$ cat src/rtl/block_move_ctrl_pkg.sv
// ---------------------------------------------------------------------------
// block_move_ctrl_pkg
// Shared constants for the falling-piece move controller: position field
// widths, spawn coordinates, FSM state encoding and the request-vector
// layout used to turn button/gravity pulses into one-hot move requests.
// ---------------------------------------------------------------------------
package block_move_ctrl_pkg;

    localparam int BITS_X_POS = 4;
    localparam int BITS_Y_POS = 5;
    localparam int BITS_ROT   = 2;

    localparam logic [BITS_X_POS-1:0] SPAWN_X = BITS_X_POS'(4);
    localparam logic [BITS_Y_POS-1:0] SPAWN_Y = BITS_Y_POS'(0);

    typedef enum logic [2:0] {
        ST_IDLE   = 3'd0,
        ST_SPAWN  = 3'd1,
        ST_ACTIVE = 3'd2,
        ST_DROP   = 3'd3,
        ST_LOCK   = 3'd4,
        ST_OVER   = 3'd5
    } state_t;

    // Bit positions inside the request vector. Lower index = higher priority.
    localparam int REQ_FALL  = 0;
    localparam int REQ_DOWN  = 1;
    localparam int REQ_LEFT  = 2;
    localparam int REQ_RIGHT = 3;
    localparam int REQ_ROT   = 4;
    localparam int REQ_DROP  = 5;
    localparam int NUM_REQ   = 6;

    // Keep only the lowest set bit: x & (-x) in two's complement.
    function automatic logic [NUM_REQ-1:0] lowest_one_hot(input logic [NUM_REQ-1:0] raw);
        return raw & (~raw + NUM_REQ'(1));
    endfunction

endpackage

$ cat src/rtl/block_move_ctrl_fall_timer.sv
// ---------------------------------------------------------------------------
// fall_timer
// Gravity counter. Advances once per cycle while `run` is high and raises
// `tick` (combinational) in the cycle the count sits at FALL_TICKS-1; the
// count returns to zero on that edge. `clear` forces the count to zero.
// Ports:
//   clk, rst_n  clock, asynchronous active-low reset
//   run         count enable
//   clear       synchronous clear (takes precedence)
//   tick        gravity step request
// ---------------------------------------------------------------------------
module fall_timer #(
    parameter int FALL_TICKS = 25_000_000,
    parameter int TICK_W     = 25
) (
    input  logic clk,
    input  logic rst_n,
    input  logic run,
    input  logic clear,
    output logic tick
);

    localparam logic [TICK_W-1:0] LAST_COUNT = TICK_W'(FALL_TICKS - 1);

    logic [TICK_W-1:0] count_q;
    logic [TICK_W-1:0] count_d;

    assign tick = run && (count_q == LAST_COUNT);

    always_comb begin
        count_d = count_q;
        if (clear || tick) begin
            count_d = '0;
        end else if (run) begin
            count_d = count_q + TICK_W'(1);
        end
    end

    always_ff @(posedge clk or negedge rst_n) begin
        if (!rst_n) begin
            count_q <= '0;
        end else begin
            count_q <= count_d;
        end
    end

endmodule

$ cat src/rtl/block_move_ctrl.sv
// ---------------------------------------------------------------------------
// block_move_ctrl
// Owns the committed position of the falling piece. Button pulses and the
// gravity tick become one-hot move requests (one cycle each) for the
// test-position stage; the checker's test_ok verdict in that cycle decides
// whether the move is committed, dropped, or (for a failed fall) locks it.
// Ports:
//   clk, rst_n                  clock, asynchronous active-low reset
//   spawn                       new piece enters (accepted only in IDLE)
//   btn_left/right/down/rotate/drop  debounced one-cycle pulses
//   test_ok                     checker verdict for the current test position
//   fall_en..drop_en            registered one-hot move requests
//   ctrl_pos_x/y, ctrl_rot      committed position and rotation
//   lock                        one-cycle pulse: piece settled
//   active                      piece in play (SPAWN, ACTIVE, DROP)
//   game_over                   sticky until reset
// ---------------------------------------------------------------------------
module block_move_ctrl
    import block_move_ctrl_pkg::*;
#(
    parameter int FALL_TICKS = 25_000_000,
    parameter int TICK_W     = 25
) (
    input  logic                  clk,
    input  logic                  rst_n,
    input  logic                  spawn,
    input  logic                  btn_left,
    input  logic                  btn_right,
    input  logic                  btn_down,
    input  logic                  btn_rotate,
    input  logic                  btn_drop,
    input  logic                  test_ok,
    output logic                  fall_en,
    output logic                  left_en,
    output logic                  right_en,
    output logic                  down_en,
    output logic                  rotate_en,
    output logic                  drop_en,
    output logic [BITS_X_POS-1:0] ctrl_pos_x,
    output logic [BITS_Y_POS-1:0] ctrl_pos_y,
    output logic [BITS_ROT-1:0]   ctrl_rot,
    output logic                  lock,
    output logic                  active,
    output logic                  game_over
);

    state_t                state_q, state_d;
    logic [NUM_REQ-1:0]    req_q, req_d;
    logic [BITS_X_POS-1:0] pos_x_q, pos_x_d;
    logic [BITS_Y_POS-1:0] pos_y_q, pos_y_d;
    logic [BITS_ROT-1:0]   rot_q, rot_d;

    logic in_flight;
    logic timer_run;
    logic timer_clear;
    logic tick;
    logic [NUM_REQ-1:0] raw_req;

    // A request is in flight during its single enable cycle; nothing new
    // is accepted and gravity is frozen until it resolves.
    assign in_flight = |req_q;
    assign timer_run = (state_q == ST_ACTIVE) && !in_flight;
    assign raw_req   = {btn_drop, btn_rotate, btn_right, btn_left, btn_down, tick};

    fall_timer #(
        .FALL_TICKS (FALL_TICKS),
        .TICK_W     (TICK_W)
    ) u_fall_timer (
        .clk   (clk),
        .rst_n (rst_n),
        .run   (timer_run),
        .clear (timer_clear),
        .tick  (tick)
    );

    always_comb begin
        state_d     = state_q;
        req_d       = '0;
        pos_x_d     = pos_x_q;
        pos_y_d     = pos_y_q;
        rot_d       = rot_q;
        timer_clear = 1'b0;

        case (state_q)
            ST_IDLE: begin
                if (spawn) begin
                    pos_x_d     = SPAWN_X;
                    pos_y_d     = SPAWN_Y;
                    rot_d       = '0;
                    timer_clear = 1'b1;
                    state_d     = ST_SPAWN;
                end
            end

            // Enables are low here, so test_ok judges the spawn position.
            ST_SPAWN: begin
                state_d = test_ok ? ST_ACTIVE : ST_OVER;
            end

            ST_ACTIVE: begin
                if (!in_flight) begin
                    req_d = lowest_one_hot(raw_req);
                end else if (req_q[REQ_FALL] || req_q[REQ_DOWN]) begin
                    if (test_ok) begin
                        pos_y_d     = pos_y_q + BITS_Y_POS'(1);
                        timer_clear = req_q[REQ_DOWN];
                    end else begin
                        state_d = ST_LOCK;
                    end
                end else if (req_q[REQ_LEFT]) begin
                    if (test_ok) pos_x_d = pos_x_q - BITS_X_POS'(1);
                end else if (req_q[REQ_RIGHT]) begin
                    if (test_ok) pos_x_d = pos_x_q + BITS_X_POS'(1);
                end else if (req_q[REQ_ROT]) begin
                    if (test_ok) rot_d = rot_q + BITS_ROT'(1);
                end else begin
                    // Hard drop: fall_en is held for every DROP cycle.
                    state_d         = ST_DROP;
                    req_d[REQ_FALL] = 1'b1;
                end
            end

            ST_DROP: begin
                if (test_ok) begin
                    pos_y_d         = pos_y_q + BITS_Y_POS'(1);
                    req_d[REQ_FALL] = 1'b1;
                end else begin
                    state_d = ST_LOCK;
                end
            end

            ST_LOCK: begin
                state_d = ST_IDLE;
            end

            ST_OVER: begin
                state_d = ST_OVER;
            end

            default: begin
                state_d = ST_IDLE;
            end
        endcase
    end

    always_ff @(posedge clk or negedge rst_n) begin
        if (!rst_n) begin
            state_q <= ST_IDLE;
            req_q   <= '0;
            pos_x_q <= '0;
            pos_y_q <= '0;
            rot_q   <= '0;
        end else begin
            state_q <= state_d;
            req_q   <= req_d;
            pos_x_q <= pos_x_d;
            pos_y_q <= pos_y_d;
            rot_q   <= rot_d;
        end
    end

    assign fall_en    = req_q[REQ_FALL];
    assign down_en    = req_q[REQ_DOWN];
    assign left_en    = req_q[REQ_LEFT];
    assign right_en   = req_q[REQ_RIGHT];
    assign rotate_en  = req_q[REQ_ROT];
    assign drop_en    = req_q[REQ_DROP];
    assign ctrl_pos_x = pos_x_q;
    assign ctrl_pos_y = pos_y_q;
    assign ctrl_rot   = rot_q;
    assign lock       = (state_q == ST_LOCK);
    assign active     = (state_q == ST_SPAWN) || (state_q == ST_ACTIVE) || (state_q == ST_DROP);
    assign game_over  = (state_q == ST_OVER);

endmodule

$ cat config.mk
export PLATFORM = sky130hd
export DESIGN_NAME = block_move_ctrl
export DESIGN_NICKNAME = d
export VERILOG_FILES = /design/src/rtl/block_move_ctrl_pkg.sv /design/src/rtl/block_move_ctrl_fall_timer.sv /design/src/rtl/block_move_ctrl.sv
export SDC_FILE = /design/constraint.sdc
export NUM_CORES = 1
export LEC_CHECK = 0
export ABC_CLOCK_PERIOD_IN_PS = 3500
export BUFFER_PORTS_ARGS = -buffer_cell sky130_fd_sc_hd__buf_2
export CELL_PAD_IN_SITES_DETAIL_PLACEMENT = 0
export CELL_PAD_IN_SITES_GLOBAL_PLACEMENT = 2
export CORE_MARGIN = 4
export CORE_UTILIZATION = 40
export CTS_BUF_LIST = sky130_fd_sc_hd__clkbuf_8
export DETAILED_ROUTE_END_ITERATION = 8
export PLACE_DENSITY_LB_ADDON = 0.1
export SLEW_MARGIN = 20
export SYNTH_ARGS = -nofsm -noshare
export SYNTH_HDL_FRONTEND = slang
export SYNTH_SLANG_ARGS = --single-unit
$ cat constraint.sdc
create_clock -name clk -period 3.5 [get_ports clk]
set_input_delay 0.175 -clock clk [delete_from_list [all_inputs] [get_ports clk]]
set_output_delay 0.175 -clock clk [all_outputs]
set_load 0.05 [all_outputs]
==> metrics <==
Avg Vias per Cell=around 5.5; Clock Latency Late Sink=~300 ps; hold path start=btn_rotate; Tightest Pin Transition=667 ps; width of the die=87.5 µm; hold depth=2; Die ar.=7650 µm²; setup_tns=0 ps; area grow syn2layout=12.9%; CP max-delay cell=dfrtp_1; Pleak=around 1.3 nW; clock power share=23.1%; diodes inserted=0; Post-DP HPWL=4.03 mm; status=complete, no violations; Net Count, Synth=290; largest net degree at the start of global routing=32; Register-to-Register Path Depth=5; Non-Filler Instances=approximately 380; Seq. cell area=approximately 1100 µm²; I/O Buffers=28; Syn. warnings=0; initial antenna violation count=0; sw frac=between 40% and 50%; async set or reset register ratio after synthesis=100%; mapped cell area=between 2000 and 3000 µm²; placed cell count=370; simple logic cell fraction of the synthesized area=27.7%; Psw=roughly 0.77 mW; # DRC=0; Die Y=roughly 87 µm; largest family of logic cells by synthesized area=simple AND/OR/NAND/NOR gates; Boundary Pins=29; CP max FO=22; count of cell types in the netlist=between 50 and 60; final worst-path cycle share=72.0%; power per cell area=627 nW/µm²; DRT Pass-1 Iters=4; critical path's largest stage delay=approximately 670 ps; Reg2Reg Setup Slack=980 ps; critical path endpoint category=register; Hold Path Sink=req_q[5]$_DFF_PN0_; CP required=3720 ps; worst path bufs/invs=0; Synth Area per Inst=9.15 µm²; Clock Tree Root=clkbuf_8; core area=between 6000 and 7000 µm²; Max Cap Viol=0; peak supply drop=roughly 350 µV; Global Route Usage Sum=16.6%; Cell Chain, Critical Path=nor3b_2, nand3_2, a21o_1, or3_4, nor4b_2; Critical R2R Launch=state_q[1]$_DFFE_PN0P_; compound-gate portion of the synthesized area=between 10 and 15%; Longest Clk Path Bufs=2; final period demand of the worst path=roughly 2500 ps; adder-cell area share of the yosys netlist=between 2 and 3%; RSZ-0062 raised after global routing=no; H-tree Lvls=2; Critical Path Stages=5; Peak Freq=~0.40 GHz; CP Class=reg -> reg; Post-Synth XOR/XNOR Area=between 6 and 7%; first-pass GRT wire length=10.1 mm; Worst-path clk slew=about 90 ps; filler instances=617; CTS sink cnt=45; P_int=between 1 and 1.5 mW; Startpoint Class=register; sequential-to-total area share from yosys stat=approximately 45%; Max-Slew Margin vs Limit=55.5%; # nets final=317; area of the multi-input gates=roughly 1300 µm²; CTS tree=yes; placer congestion estimate=~0.72; Crit Reg-Reg Endpoint=req_q[5]$_DFF_PN0_; Hold Vio Cnt, Final=0; total chip power=1.79 mW; mean routed wirelength per cell=approximately 15 µm; CP top delay family=simple AND/OR/NAND/NOR gates; Critical Path AT=2740 ps; number of synthesized flops with an enable pin=0; # setup viols final=0; via count=approximately 2100; final instance area=roughly 2900 µm²; register bit total from synthesis=45; ratio of cells with drive above 1 in the final layout=~16%; Final ANT Viol Nets=0; Syn Inst Count=~280; Num CTS Buffers=5; prevailing post-synth register cell=dfrtp_1; vias in the first global route=around 2100; hold crit path type=in -> reg; 1st-iter DRT viols=between 80 and 90; post-synthesis mux area share=under 10%; Starting Density=41.9%; grt ovf=0; clk_skew=8.57 ps; sequential share of power=about two fifths; Logic pwr share=a little over a third; final slew viol count=0; Cell Area, Placed=2720 µm²; final wirelength=around 5.8 mm; # rows=28
[power by group through the flow]
stage	Combinational, mW	Clock [mW]	Sequential (mW)
floorplan	0.439	0	0.783
global placement	0.657	0	0.733
detailed placement	0.663	0	0.732
CTS	0.665	0.427	0.722
global route	0.721	0.448	0.744
finish	0.652	0.413	0.723
[stage by stage]
| stage | utilization (%) | setup WS, ps | hold WS, ps |
|---|---|---|---|
| 3_5_place_dp | 45.2 | 962 | 113 |
| 2_1_floorplan | - | 1270 | -121 |
| 5_1_grt | 47.3 | 760 | 41.3 |
| 4_1_cts | 47.3 | 934 | 36.6 |
| 3_3_place_gp | 45.2 | 1060 | 118 |
| 6_report | 47.3 | 980 | 39.6 |
[layout by cell type (no fill, tap or decap), drive strengths merged, types with 2 or more instances in the layout]
cell type   n
a21o        4
a21oi      10
a31o        2
a31oi       6
and2        3
and3        3
and4        3
buf        30
clkbuf      6
dfrtp      45
ha          4
inv         6
mux2i       2
nand2      42
nand2b      3
nand3      12
nand4      12
nor2       20
nor3        9
nor3b       4
nor4        3
nor4b       2
o21ai      24
o31ai       2
or2         2
or3         4
xnor2       8
xor2       10
[sequential cells by signal (all words and copies together) (netlist names)]
name / cells
ctrl_rot: 2
ctrl_pos_y: 5
u_fall_timer.count_q: 25
state_q: 3
req_q: 6
ctrl_pos_x: 4
[worst reg2reg max path: stages, from the launching register on]
cell,delay (ps)
dfrtp_1,670
nor3b_2,440
nand3_2,200
a21o_1,440
or3_4,450
nor4b_2,240
[timing repair]
item / CTS / global route
gates resized for setup: 0 / 0
hold endpoints to repair: 14 / 0
setup buffers: 0 / 0
hold buffers: 1 / 0
[cells by family after synthesis]
family	count (synthesis)
AOI/OAI and AO/OA	60
xor gates and xnor gates	18
adders and majority gates	5
buffers and inverters	16
DFF	45
muxes	3
and+or+nand+nor	129
[synthesized netlist by cell type (2+ instances only)]
library cell / n / share of area, %
dfrtp_1: 45 / 45
mux2i_1: 2 / 0.79
buf_2: 4 / 0.79
a31o_2: 2 / 0.69
a31oi_1: 6 / 1.5
or2_2: 2 / 0.50
a21oi_1: 10 / 2.0
nor2_1: 20 / 3.0
nand3_1: 11 / 2.2
nand2_1: 42 / 6.2
nor4_1: 2 / 0.50
xor2_1: 10 / 3.5
o21ai_0: 24 / 4.8
and3_1: 3 / 0.74
and2_1: 3 / 0.74
o31ai_1: 2 / 0.59
and4_1: 3 / 1.0
nor3b_1: 3 / 0.89
xnor2_1: 8 / 2.8
ha_1: 4 / 2.0
or3_1: 3 / 0.74
a21o_1: 4 / 1.2
nor3_1: 9 / 1.8
inv_1: 5 / 0.74
nand2b_1: 3 / 0.74
nand4_1: 11 / 2.7
clkbuf_1: 6 / 0.89
[worst max path at each step]
stage / to / startpoint
2_1_floorplan: state_q[2]$_DFFE_PN0P_ / state_q[1]$_DFFE_PN0P_
3_3_place_gp: req_q[5]$_DFF_PN0_ / state_q[1]$_DFFE_PN0P_
3_5_place_dp: req_q[5]$_DFF_PN0_ / state_q[1]$_DFFE_PN0P_
4_1_cts: req_q[5]$_DFF_PN0_ / state_q[1]$_DFFE_PN0P_
5_1_grt: req_q[5]$_DFF_PN0_ / state_q[1]$_DFFE_PN0P_
6_report: req_q[5]$_DFF_PN0_ / state_q[1]$_DFFE_PN0P_
[final cells by class]
type                            count  share of cell area (%)
Multi-Input combinational cell    215                    46.7
Inverter                            5                   0.658
Sequential cell                    45                    39.5
Clock inverter                      2                    1.19
Tap cell                           75                    3.29
Timing Repair Buffer               31                    5.79
Clock buffer                        6                    2.90
[layer usage]
metal / part of all wire (%) / track usage, %
met1: 47 / 22.2
met2: 47 / 27.1
met3: 4.1 / 3.22
met4: 1.6 / 5.02
met5: 0 / 0
(Power assumes the default switching activity.)
